**config.mk**
```make
export PLATFORM = sky130hd
export DESIGN_NAME = linked_list_sched
export DESIGN_NICKNAME = d
export VERILOG_FILES = /design/src/rtl/linked_list_sched.sv
export SDC_FILE = /design/constraint.sdc
export NUM_CORES = 1
export LEC_CHECK = 0
export ABC_CLOCK_PERIOD_IN_PS = 1850
export BUFFER_PORTS_ARGS = -buffer_cell sky130_fd_sc_hd__buf_4
export CAP_MARGIN = 20
export CORE_AREA = 2 2 39 41
export DETAILED_ROUTE_END_ITERATION = 6
export DIE_AREA = 0 0 41 43
export SYNTH_ARGS = -nofsm -noshare
export SYNTH_HDL_FRONTEND = slang
export SYNTH_SLANG_ARGS = --single-unit
```
**constraint.sdc**
```tcl
create_clock -name clk -period 1.85 [get_ports clk]
set_input_delay 0.37 -clock clk [delete_from_list [all_inputs] [get_ports clk]]
set_output_delay 0.37 -clock clk [all_outputs]
set_load 0.005 [all_outputs]
```
**src/rtl/linked_list_sched.sv**
```systemverilog
// Round-robin push/pop scheduler for the shared-memory N-list linked list, with drain mode.
// Zero latency: commands are combinational from inputs and state; pushes stall while ll_full or draining.
// Optional LLSCHED_STATS_EN adds stall_cnt, a saturating count of cycles a push request met ll_full.
module linked_list_sched #(
    parameter int NUM_ELEMS  = 4,
    parameter int NUM_LISTS  = 2,
    parameter int SEL_WIDTH  = $clog2(NUM_LISTS),
    parameter int STAT_WIDTH = 16
) (
    input  logic                  clk,
    input  logic                  rst_n,
    input  logic [NUM_LISTS-1:0]  push_req,
    output logic [NUM_LISTS-1:0]  push_gnt,
    input  logic                  pop_en,
    output logic                  pop_valid,
    output logic [SEL_WIDTH-1:0]  pop_list,
    input  logic                  drain,
    output logic                  drain_done,
    input  logic                  ll_full,
    input  logic [NUM_LISTS-1:0]  ll_empty,
    output logic                  ll_push,
    output logic                  ll_pop,
    output logic [SEL_WIDTH-1:0]  ll_push_sel,
    output logic [SEL_WIDTH-1:0]  ll_pop_sel
`ifdef LLSCHED_STATS_EN
    ,output logic [STAT_WIDTH-1:0] stall_cnt
`endif
);

    if (NUM_LISTS < 2 || NUM_ELEMS < 1 || STAT_WIDTH < 1) begin : g_param_check
        $error("linked_list_sched: illegal parameters");
    end

    typedef enum logic [1:0] {ST_RUN, ST_DRAIN, ST_DONE} state_t;

    state_t               state_q, state_d;
    logic [SEL_WIDTH-1:0] push_ptr_q, push_ptr_d;
    logic [SEL_WIDTH-1:0] pop_ptr_q, pop_ptr_d;
    logic [SEL_WIDTH-1:0] push_win, pop_win;
    logic                 push_ok, pop_ok;

    // First set bit of mask at or after ptr, wrapping; callers only use it when mask is non-zero.
    function automatic logic [SEL_WIDTH-1:0] rr_pick(input logic [NUM_LISTS-1:0] mask,
                                                      input logic [SEL_WIDTH-1:0] ptr);
        logic [SEL_WIDTH-1:0] pick;
        logic [SEL_WIDTH-1:0] idx;
        logic                 found;
        pick  = ptr;
        found = 1'b0;
        for (int k = 0; k < NUM_LISTS; k++) begin
            idx = SEL_WIDTH'((int'(ptr) + k) % NUM_LISTS);
            if (!found && mask[idx]) begin
                found = 1'b1;
                pick  = idx;
            end
        end
        return pick;
    endfunction

    function automatic logic [SEL_WIDTH-1:0] rr_next(input logic [SEL_WIDTH-1:0] win);
        return (win == SEL_WIDTH'(NUM_LISTS - 1)) ? '0 : win + SEL_WIDTH'(1);
    endfunction

    always_comb begin
        push_win = rr_pick(push_req, push_ptr_q);
        pop_win  = rr_pick(~ll_empty, pop_ptr_q);
        // rst_n gates the commands so reset silences the list without waiting for a clock.
        push_ok  = rst_n && (state_q == ST_RUN) && !ll_full && (|push_req);
        pop_ok   = rst_n && (state_q != ST_DONE) && pop_en && (~ll_empty != '0);

        ll_push     = push_ok;
        ll_push_sel = push_ok ? push_win : push_ptr_q;
        push_gnt    = push_ok ? (NUM_LISTS'(1) << push_win) : '0;
        ll_pop      = pop_ok;
        ll_pop_sel  = pop_ok ? pop_win : pop_ptr_q;
        pop_valid   = pop_ok;
        pop_list    = ll_pop_sel;
        drain_done  = rst_n && (state_q == ST_DONE);

        push_ptr_d  = push_ok ? rr_next(push_win) : push_ptr_q;
        pop_ptr_d   = pop_ok  ? rr_next(pop_win)  : pop_ptr_q;
    end

    always_comb begin
        state_d = state_q;
        case (state_q)
            ST_RUN:   if (drain) state_d = ST_DRAIN;
            ST_DRAIN: begin
                if (!drain)                      state_d = ST_RUN;
                else if ((&ll_empty) && !pop_ok) state_d = ST_DONE;
            end
            ST_DONE:  if (!drain) state_d = ST_RUN;
            default:  state_d = ST_RUN;
        endcase
    end

    always_ff @(posedge clk or negedge rst_n) begin
        if (!rst_n) begin
            state_q    <= ST_RUN;
            push_ptr_q <= '0;
            pop_ptr_q  <= '0;
        end else begin
            state_q    <= state_d;
            push_ptr_q <= push_ptr_d;
            pop_ptr_q  <= pop_ptr_d;
        end
    end

`ifdef LLSCHED_STATS_EN
    logic [STAT_WIDTH-1:0] stall_cnt_q, stall_cnt_d;

    always_comb begin
        stall_cnt_d = stall_cnt_q;
        if ((state_q == ST_RUN) && (|push_req) && ll_full && (stall_cnt_q != '1))
            stall_cnt_d = stall_cnt_q + STAT_WIDTH'(1);
    end

    always_ff @(posedge clk or negedge rst_n) begin
        if (!rst_n) stall_cnt_q <= '0;
        else        stall_cnt_q <= stall_cnt_d;
    end

    assign stall_cnt = stall_cnt_q;
`endif

endmodule

```
Yosys cells after proc, flatten, opt, wreduce, memory -nomap -nowiden. Cells that the tools add are included. Widths: inputs -> output; s select.

Register bits: 4. Memory bits (read-only): 0. Bits in writable memories: 0. Bits of input ports: 9. Memories: 0. Latch bits: 0.

Add/subtract/negate cells: 4. Magnitude comparators: 4. Multiply operators: 0. Mux-type cells: 22. Shift-type cells: 1. Equal/unequal tests: 6. Bitwise operators: 1. Div/mod/pow operators: 0. Reduce and logical (&&, ||, !) cells: 19.

Operator list (number): $mux 1 (16); $logic_and 1x1->1 (10); $mux 2 (5); $lt 1x2->1 const B (4); $ne 2x2->1 const B (3); $pmux 2 s3 (1); $add 1x1->1 const B (4); $logic_not 1->1 (4); $ne 3x3->1 const B (1); $reduce_and 3->1 (1); $eq 2x1->1 const B (1); $eq 2x2->1 const B (1); $logic_not 2->1 (1); $not 2->2 (1); $reduce_and 2->1 (1); $reduce_bool 2->1 (1); $reduce_or 2->1 (1); $shl 1x1->2 const A (1).

Longest topological paths before layout. Gate-level depths: netlist of the first run.

Word-level depth: 9. Mapped depth: 4. Depth with buffers taken out: 3.

Least setup slack after synthesis of the first run. OpenSTA, ideal clock, no wires.

Path type: register to output. Start point: register state_q[0]. End point: output port pop_list. Buffers on the path: 1. Setup slack: 0.346 ns. Data arrival time: 1.134 ns. Stages on the path, launching flop included: 5. Cells stage by stage: dfrtp_1 nand2b_2 and4b_1 o22a_1 buf_4.

Word-level cells in the longest chain between the ends: 5.

RTL lines: from (decl) (RTL line 36) `state_t state_q, state_d;`; from (signal assigned) (RTL line 103) `state_q <= state_d;`; $ne 2x2->1 (RTL line 69) `pop_ok = rst_n && (state_q != ST_DONE) && pop_en && (~ll_empty != '0);`; $logic_and 1x1->1 (3 in series) (RTL line 69); $mux 1 (RTL line 75) `ll_pop_sel = pop_ok ? pop_win : pop_ptr_q;`; to (decl) (RTL line 16) `output logic [SEL_WIDTH-1:0] pop_list,`.

Every way passes these cells.

Worst setup path in the final report of the first run.
Start point: register state_q[1]. End point: output port ll_push_sel.

Word-level cells in the longest chain between the ends: 5.

RTL lines: $logic_not 2->1 (RTL line 68) `push_ok = rst_n && (state_q == ST_RUN) && !ll_full && (|push_req);`; $logic_and 1x1->1 (3 in series) (RTL line 68); $mux 1 (RTL line 72) `ll_push_sel = push_ok ? push_win : push_ptr_q;`; to (decl) (RTL line 23) `output logic [SEL_WIDTH-1:0] ll_push_sel,`.

Every way passes these cells.

==> out/qor.log, run 1 <==
[critical_path] Startpoint Class register
[layout] FF+latch area 101.3 um^2
[routing] post-route ant nets 0
[global_routing] number of antenna violations at the first check in global routing 0
[place] Final Wtd Congestion 0.6319
[yosys] Synth Area in Simple Gates 0.2924
[yosys] fraction of synthesized area in multiplexers 0
[critical_path] depth of the worst register-to-register path 3
[sta] worst hold slack 0.3582 ns
[place] input/output buffers 17
[yosys] Synth Area in Adders 0
[sta] relative slew slack 0.7714
[layout] final design area excluding fillers 478.0 um^2
[sta] Tcrit/Tclk final 0.9714
[die] Die H 43 um
[yosys] predominant post-synthesis flop cell sky130_fd_sc_hd__dfrtp_1
[flow_run] # Max-Cap Violations 0
[layout] number of nets in the layout 64
[yosys] xor/xnor share of the synthesized area 0
[critical_path] maximum fanout along the worst path 6
[sta] number of hold violations in the final report 0
[critical_path] data arrival time at the worst-slack endpoint 1.43 ns
[yosys] number of enable flip-flop cells after synthesis 0
[routing] mean routed wirelength per cell 11.01 um
[yosys] library cell with the largest summed area after synthesis sky130_fd_sc_hd__dfrtp_1
[global_routing] total congestion overflow 0
[min_path] WHS Path Cells 2
[run_status] status completed
[pwr] worst supply voltage drop on vdd 0.2885 mV
[yosys] Syn Area/Cell 8.948 um^2
[yosys] leading post-synthesis cells by cell area sky130_fd_sc_hd__dfrtp_1 34%, sky130_fd_sc_hd__a21oi_1 10%, sky130_fd_sc_hd__nor4b_4 8.1%
[sta] number of slew-limit violations in the final report 0
[clocking] clk sink count 4
[clocking] CTS HTree Levels 1
[layout] diode insertion count for antenna repair 0
[global_routing] via count of the first global-routing pass 295
[pwr] power per cell area 740.8 nW/um^2
[yosys] largest family of logic cells by synthesized area simple AND/OR/NAND/NOR gates
[layout] area occupied by multi-input gates 173.9 um^2
[clocking] insertion delay of the later-clocked pin in the worst-skew pair 0.23 ns
[sta] setup TNS 0 ns
[layout] Filler Cells Inserted 153
[sta] final number of setup-violating endpoints 0
[clocking] number of buffers added by the clock tree synthesis step 3
[critical_path] Critical Setup Path Class register to primary output
[sta] crit path time final 1.797 ns
[clocking] cell chosen for the clock root sky130_fd_sc_hd__clkbuf_4
[critical_path] type of element capturing the critical path primary output
[die] core area 1384 um^2
[global_routing] overall routing resource usage 0.09466
[clocking] clock tree from TritonCTS built
[die] num ports 18
[routing] DRC errors left 0
[sta] RSZ-0062 raised after global routing yes
[die] full die area 1763 um^2
[routing] via count 334
[sta] slew at the pin closest to its max-slew limit 0.3415 ns
[min_path] startpoint of the worst hold path ll_empty[0]
[yosys] fraction of registers with async set/reset 1.000
[yosys] top-count cell post-synth sky130_fd_sc_hd__a21oi_1
[critical_path] FF-to-FF Start state_q[1]$_DFFE_PN0P_
[yosys] synth unique cells 20
[critical_path] endpoint of the worst register-to-register path push_ptr_q$_DFFE_PN0P_
[routing] drt pass-1 iters 4
[die] initial standard-cell utilization of the core 0.2134
[yosys] syn_nets 42
[layout] share of post-route cells with drive strength above 1 0.4906
[layout] post-layout util 0.3454
[yosys] top cell types by occurrence after synthesis 6 x sky130_fd_sc_hd__a21oi_1, 4 x sky130_fd_sc_hd__dfrtp_1, 4 x sky130_fd_sc_hd__inv_1
[yosys] Compound-Gate Fraction of Synth Area 0.2669
[sta] fmax 0.5564 GHz
[sta] Setup Skew 0.0004984 ns
[yosys] Yosys warning count 0
[place] Post-Place Cell Area 427.9 um^2
[yosys] post-synthesis instance total 33
[yosys] post-synthesis sequential area ratio 0.3390
[critical_path] required time of the worst setup path 1.48 ns
[global_routing] largest net degree at the start of global routing 7
[routing] wire length after detailed routing 760 um
[pwr] static leakage 0.2376 nW
[yosys] share of the synthesized area in the top cell type 0.3390
[place] hpwl dp 548.9 um
[routing] drt initial violations 9
[die] Die Span X 41 um
[min_path] Hold EP state_q[0]$_DFFE_PN0P_
[global_routing] global-route wire length before repair 1090 um
[clocking] Max Root-Sink Buffers 2
[clocking] Clock Pin Slew Worst Setup and Hold Paths 0.04 ns
[yosys] Mapped Area 295.3 um^2
[min_path] class of the most critical hold timing path primary input to register
[critical_path] R2R setup slack 0.65 ns
[die] # rows 14
[routing] drt via density 4.841
[layout] post-synthesis to final-layout area growth 61.86%
[yosys] post-synthesis sequential element count 4
how the worst max path moves through the flow:
stage | startpoint | endpoint | slack, ns | depth (start not counted)
2_1_floorplan | state_q[0]$_DFFE_PN0P_ | pop_list | 0.35 | 4
3_3_place_gp | rst_n | ll_push_sel | 0.27 | 5
3_5_place_dp | rst_n | ll_push_sel | 0.25 | 5
4_1_cts | state_q[0]$_DFFE_PN0P_ | ll_push_sel | 0.03 | 4
5_1_grt | state_q[1]$_DFFE_PN0P_ | ll_push_sel | -0.05 | 4
6_report | state_q[1]$_DFFE_PN0P_ | ll_push_sel | 0.05 | 4
flip-flops by register name, summed over array words and instances, names as in the netlist:
signal / flops
pop_ptr_q: 1
state_q: 2
push_ptr_q: 1
repair_timing:
item                                    CTS  global route
hold buffers                              1             0
resized for setup                         0             3
hold endpoints to repair                  4             0
endpoints found under the setup margin    0             5
setup buffers                             0             1
worst max-delay path, cell delays in order (launching register included):
cell                        delay [ns]
sky130_fd_sc_hd__dfrtp_2          0.42
sky130_fd_sc_hd__nor4b_4          0.38
sky130_fd_sc_hd__a21oi_1          0.12
sky130_fd_sc_hd__a2bb2oi_1        0.14
sky130_fd_sc_hd__buf_4            0.13
power breakdown:
| group | internal (mW) | switching (mW) |
|---|---|---|
| Sequential | 0.104 | 0.0145 |
| Combinational | 0.0736 | 0.0529 |
| Clock | 0.0726 | 0.0367 |
placed cells by master (no fill, tap or decap), types with 2 or more instances in the layout:
cell type                  count
sky130_fd_sc_hd__a21oi_1       5
sky130_fd_sc_hd__buf_4        18
sky130_fd_sc_hd__clkbuf_4      3
sky130_fd_sc_hd__dfrtp_1       3
sky130_fd_sc_hd__inv_1         4
sky130_fd_sc_hd__nand2_1       2
cell type report:
type | instances | share of cell area
sequential | 4 | 0.2120
tap | 16 | 0.04188
timing repair buffer | 19 | 0.3037
inverter | 4 | 0.03141
clock buffer | 3 | 0.04712
multi-input combinational | 23 | 0.3639
logic make-up (layout without fill, tap and decap cells):
kind of cell | Yosys count | after routing
AND/OR/NAND/NOR | 11 | 11
AO/OA/AOI/OAI | 12 | 12
buffers and inverters | 6 | 26
flip-flops | 4 | 4
per-stage QoR:
| stage | cells | worst slack (ns) | power, mW |
|---|---|---|---|
| 2_1_floorplan | 33 | 0.3459 | 0.1822 |
| 3_3_place_gp | 64 | 0.2747 | 0.2394 |
| 3_5_place_dp | 64 | 0.2538 | 0.2391 |
| 4_1_cts | 68 | 0.02967 | 0.3555 |
| 5_1_grt | 69 | -0.05015 | 0.3786 |
| 6_report | 69 | 0.05282 | 0.3541 |
layer usage:
layer | global-route usage | share of wire | vias up
li1 | - | - | 160
met1 | 0.1136 | 0.44 | 156
met2 | 0.1281 | 0.43 | 16
met3 | 0.01571 | 0.10 | 2
met4 | 0.1000 | 0.025 | 0
met5 | 0 | 0 | -
(Power assumes the default switching activity.)
==> run 2, diff against run 1 <==
ABC_AREA = 1   (was default)
==> out/qor.log, run 2 <==
[layout] registers with the most flip-flops state_q x2, pop_ptr_q x1, push_ptr_q x1
[sta] RSZ-0062 raised after global routing no
[critical_path] Crit-path slowest cell sky130_fd_sc_hd__dfrtp_1
[critical_path] Critical Path Most Common Cell sky130_fd_sc_hd__nand2_1
[sta] relative slew slack 0.8715 [+0.1001]
[sta] setup TNS 0 ns [unchanged]
[yosys] Mapped Area 355.3 um^2 [+20%]
[place] Final Wtd Congestion 0.6550 [+3.7%]
[place] hpwl dp 654.2 um [+19%]
[yosys] synth unique cells 13 [-35%]
[die] core area 1384 um^2 [unchanged]
[min_path] class of the most critical hold timing path primary input to register
[yosys] predominant post-synthesis flop cell sky130_fd_sc_hd__dfrtp_1
[layout] Filler Cells Inserted 156 [+2.0%]
[routing] drt initial violations 4 [-5]
[pwr] static leakage 0.3161 nW [+33%]
[global_routing] global-route wire length before repair 1166 um [+7.0%]
[critical_path] data arrival time at the worst-slack endpoint 1.21 ns [-0.22 ns]
[global_routing] total congestion overflow 0 [unchanged]
[die] # rows 14 [unchanged]
[layout] number of flip-flops under the largest register name 2 [unchanged]
[yosys] library cell with the largest summed area after synthesis sky130_fd_sc_hd__dfrtp_1
[yosys] share of the synthesized area in the top cell type 0.2817 [-0.05729]
[yosys] post-synthesis instance total 60 [+82%]
[clocking] cell chosen for the clock root sky130_fd_sc_hd__clkbuf_4
[yosys] leading post-synthesis cells by cell area sky130_fd_sc_hd__dfrtp_1 28%, sky130_fd_sc_hd__nand2_1 24%, sky130_fd_sc_hd__inv_1 12%
[yosys] top cell types by occurrence after synthesis 23 x sky130_fd_sc_hd__nand2_1, 11 x sky130_fd_sc_hd__inv_1, 5 x sky130_fd_sc_hd__nor2_1
[layout] area occupied by multi-input gates 195.2 um^2 [+12%]
[routing] drt pass-1 iters 2 [-2]
[clocking] post-cts resize count 0 [unchanged]
[critical_path] series of cell instances along the critical path nor2_1, nand2_1, nor2_4, nand2_1, nand2_1, buf_4
[clocking] number of buffers added by the clock tree synthesis step 3 [unchanged]
[sta] Setup Skew 0.001107 ns [+0.0006083 ns]
[global_routing] number of antenna violations at the first check in global routing 0 [unchanged]
[layout] final cell count without fillers 95 [+38%]
[yosys] post-synthesis sequential area ratio 0.2817 [-0.05729]
[routing] mean routed wirelength per cell 8.379 um [-24%]
[yosys] Yosys warning count 0 [unchanged]
[sta] number of slew-limit violations in the final report 0 [unchanged]
[die] Die Span X 41 um [unchanged]
[sta] slew at the pin closest to its max-slew limit 0.1922 ns [-0.1493 ns]
[layout] top register by number of flip-flops state_q
[critical_path] Largest stage delay, worst path 0.41 ns [about the same]
[global_routing] overall routing resource usage 0.1027 [+0.008056]
[place] input/output buffers 17 [unchanged]
[layout] post-synthesis to final-layout area growth 46.48%
[die] num ports 18 [unchanged]
[layout] most common library cell in the layout ignoring fill and taps sky130_fd_sc_hd__nand2_1
[die] initial standard-cell utilization of the core 0.2568 [+0.04340]
[clocking] Max Root-Sink Buffers 2 [unchanged]
[critical_path] type of element capturing the critical path primary output
[yosys] syn_nets 69 [+64%]
[place] placed cell count 91 [+42%]
[pwr] worst supply voltage drop on vdd 0.2611 mV [-9.5%]
[routing] via count 404 [+21%]
[global_routing] largest net degree at the start of global routing 6 [-1]
[critical_path] Startpoint Class register
[layout] most used cells in the layout excluding fill and tap cells 23 x sky130_fd_sc_hd__nand2_1, 17 x sky130_fd_sc_hd__buf_4, 11 x sky130_fd_sc_hd__inv_1
[sta] crit path time final 1.581 ns [-0.2163 ns]
[die] full die area 1763 um^2 [unchanged]
[place] worst setup timing slack at the placement stage 0.3844 ns [+0.1307 ns]
[sta] Tcrit/Tclk final 0.8545 [-0.1169]
[routing] wire length after detailed routing 796 um [+4.7%]
[critical_path] required time of the worst setup path 1.48 ns [about the same]
[critical_path] Critical Setup Path Class register to primary output
[routing] drt via density 4.253 [-12%]
[pwr] overall power consumption 345.0 uW [-2.6%]
[sta] post-route worst setup slack 0.2691 ns [+0.2163 ns]
[layout] diode insertion count for antenna repair 0 [unchanged]
[clocking] Clock Pin Slew Worst Setup and Hold Paths 0.04 ns [about the same]
[critical_path] maximum fanout along the worst path 4 [-2]
[yosys] post-synthesis sequential element count 4 [unchanged]
[clocking] number of post-CTS setup repair buffers 0 [unchanged]
[routing] DRC errors left 0 [unchanged]
[die] Die H 43 um [unchanged]
[critical_path] CP delay by family, top simple AND/OR/NAND/NOR gates
[yosys] fraction of registers with async set/reset 1.000 [unchanged]
[layout] number of nets in the layout 90 [+41%]
[yosys] Syn Area/Cell 5.922 um^2 [-34%]
[yosys] number of enable flip-flop cells after synthesis 0 [unchanged]
[routing] post-route ant nets 0 [unchanged]
[yosys] top-count cell post-synth sky130_fd_sc_hd__nand2_1
[sta] number of hold violations in the final report 0 [unchanged]
[clocking] clock tree from TritonCTS built
[layout] share of post-route cells with drive strength above 1 0.3165 [-0.1741]
[clocking] insertion delay of the later-clocked pin in the worst-skew pair 0.23 ns [about the same]
[clocking] CTS HTree Levels 1 [unchanged]
[pwr] power per cell area 662.7 nW/um^2 [-11%]
[run_status] status completed
[clocking] clk sink count 4 [unchanged]
[sta] fmax 0.6326 GHz [+14%]
[critical_path] buffers plus inverters on the worst setup path 1 [unchanged]
[flow_run] # Max-Cap Violations 0 [unchanged]
[sta] final number of setup-violating endpoints 0 [unchanged]
[layout] FF+latch area 100.1 um^2 [-1.2%]
[global_routing] via count of the first global-routing pass 334 [+13%]
[run 2: per-layer routing]
| metal | global-route usage | routed length (um) |
|---|---|---|
| met1 | 0.09416 | 342 |
| met2 | 0.1625 | 391 |
| met3 | 0.03141 | 62 |
| met4 | 0.1000 | 0 |
| met5 | 0 | 0 |
[run 2: path summary, 6_finish.rpt]
check | startpoint | end | slack, ns | cells after the start
worst max-delay path | state_q[0]$_DFFE_PN0P_ | ll_push_sel | 0.27 | 6
worst min-delay path | drain | state_q[0]$_DFFE_PN0P_ | 0.39 | 3
worst max register to register | state_q[0]$_DFFE_PN0P_ | push_ptr_q$_DFFE_PN0P_ | 0.91 | 5
worst min register to register | push_ptr_q$_DFFE_PN0P_ | push_ptr_q$_DFFE_PN0P_ | 0.55 | 2
max in group asynchronous | rst_n | pop_ptr_q$_DFFE_PN0P_ | 1.13 | 2
min in group asynchronous | rst_n | state_q[0]$_DFFE_PN0P_ | 0.54 | 2
[run 2: final cells by class]
class / count / share of cell area
inverters: 12 / 0.08654
clock buffers: 3 / 0.04327
multi-input cells: 42 / 0.3750
repair buffers: 18 / 0.2644
well taps: 16 / 0.03846
flip-flops and latches: 4 / 0.1923
[run 2: worst register-to-register path, cell delays in order, from the launching register on]
cell	delay, ns
sky130_fd_sc_hd__dfrtp_1	0.41
sky130_fd_sc_hd__nor2_1	0.12
sky130_fd_sc_hd__nand2_1	0.09
sky130_fd_sc_hd__nor2_4	0.13
sky130_fd_sc_hd__nand2_1	0.07
sky130_fd_sc_hd__nand2_1	0.06
[run 2: repair_timing]
item,4_1_cts,5_1_grt
hold endpoints to repair,4,0
hold buffers,1,0
endpoints found under the setup margin,0,0
[run 2: kinds of logic (layout without fill, tap and decap cells)]
| family | count (synthesis) | after routing | share of synthesized area |
|---|---|---|---|
| simple gates | 37 | 37 | 0.4718 |
| buf+inv | 14 | 33 | 0.1690 |
| compound gates | 5 | 5 | 0.07745 |
| flops | 4 | 4 | 0.2817 |
[run 2: per-stage QoR]
| stage | hold slack (ns) | utilization | area, um^2 |
|---|---|---|---|
| final | 0.3877 | 0.3761 | 520.5 |
| after CTS | 0.3809 | 0.3761 | 520.5 |
| after global routing | 0.4116 | 0.3761 | 520.5 |
| after global placement | 0.1846 | 0.3526 | 488.0 |
| after floorplan | 0.07441 | - | 355.3 |
| after detailed placement | 0.1870 | 0.3526 | 488.0 |
[run 2: power breakdown]
group	internal, mW	switching (mW)	total, mW	leakage (nW)
Sequential	0.101	0.0138	0.115	0.0502
Clock	0.0725	0.0343	0.107	0.0138
Combinational	0.0626	0.0605	0.123	0.252
Total	0.236	0.109	0.345	0.316
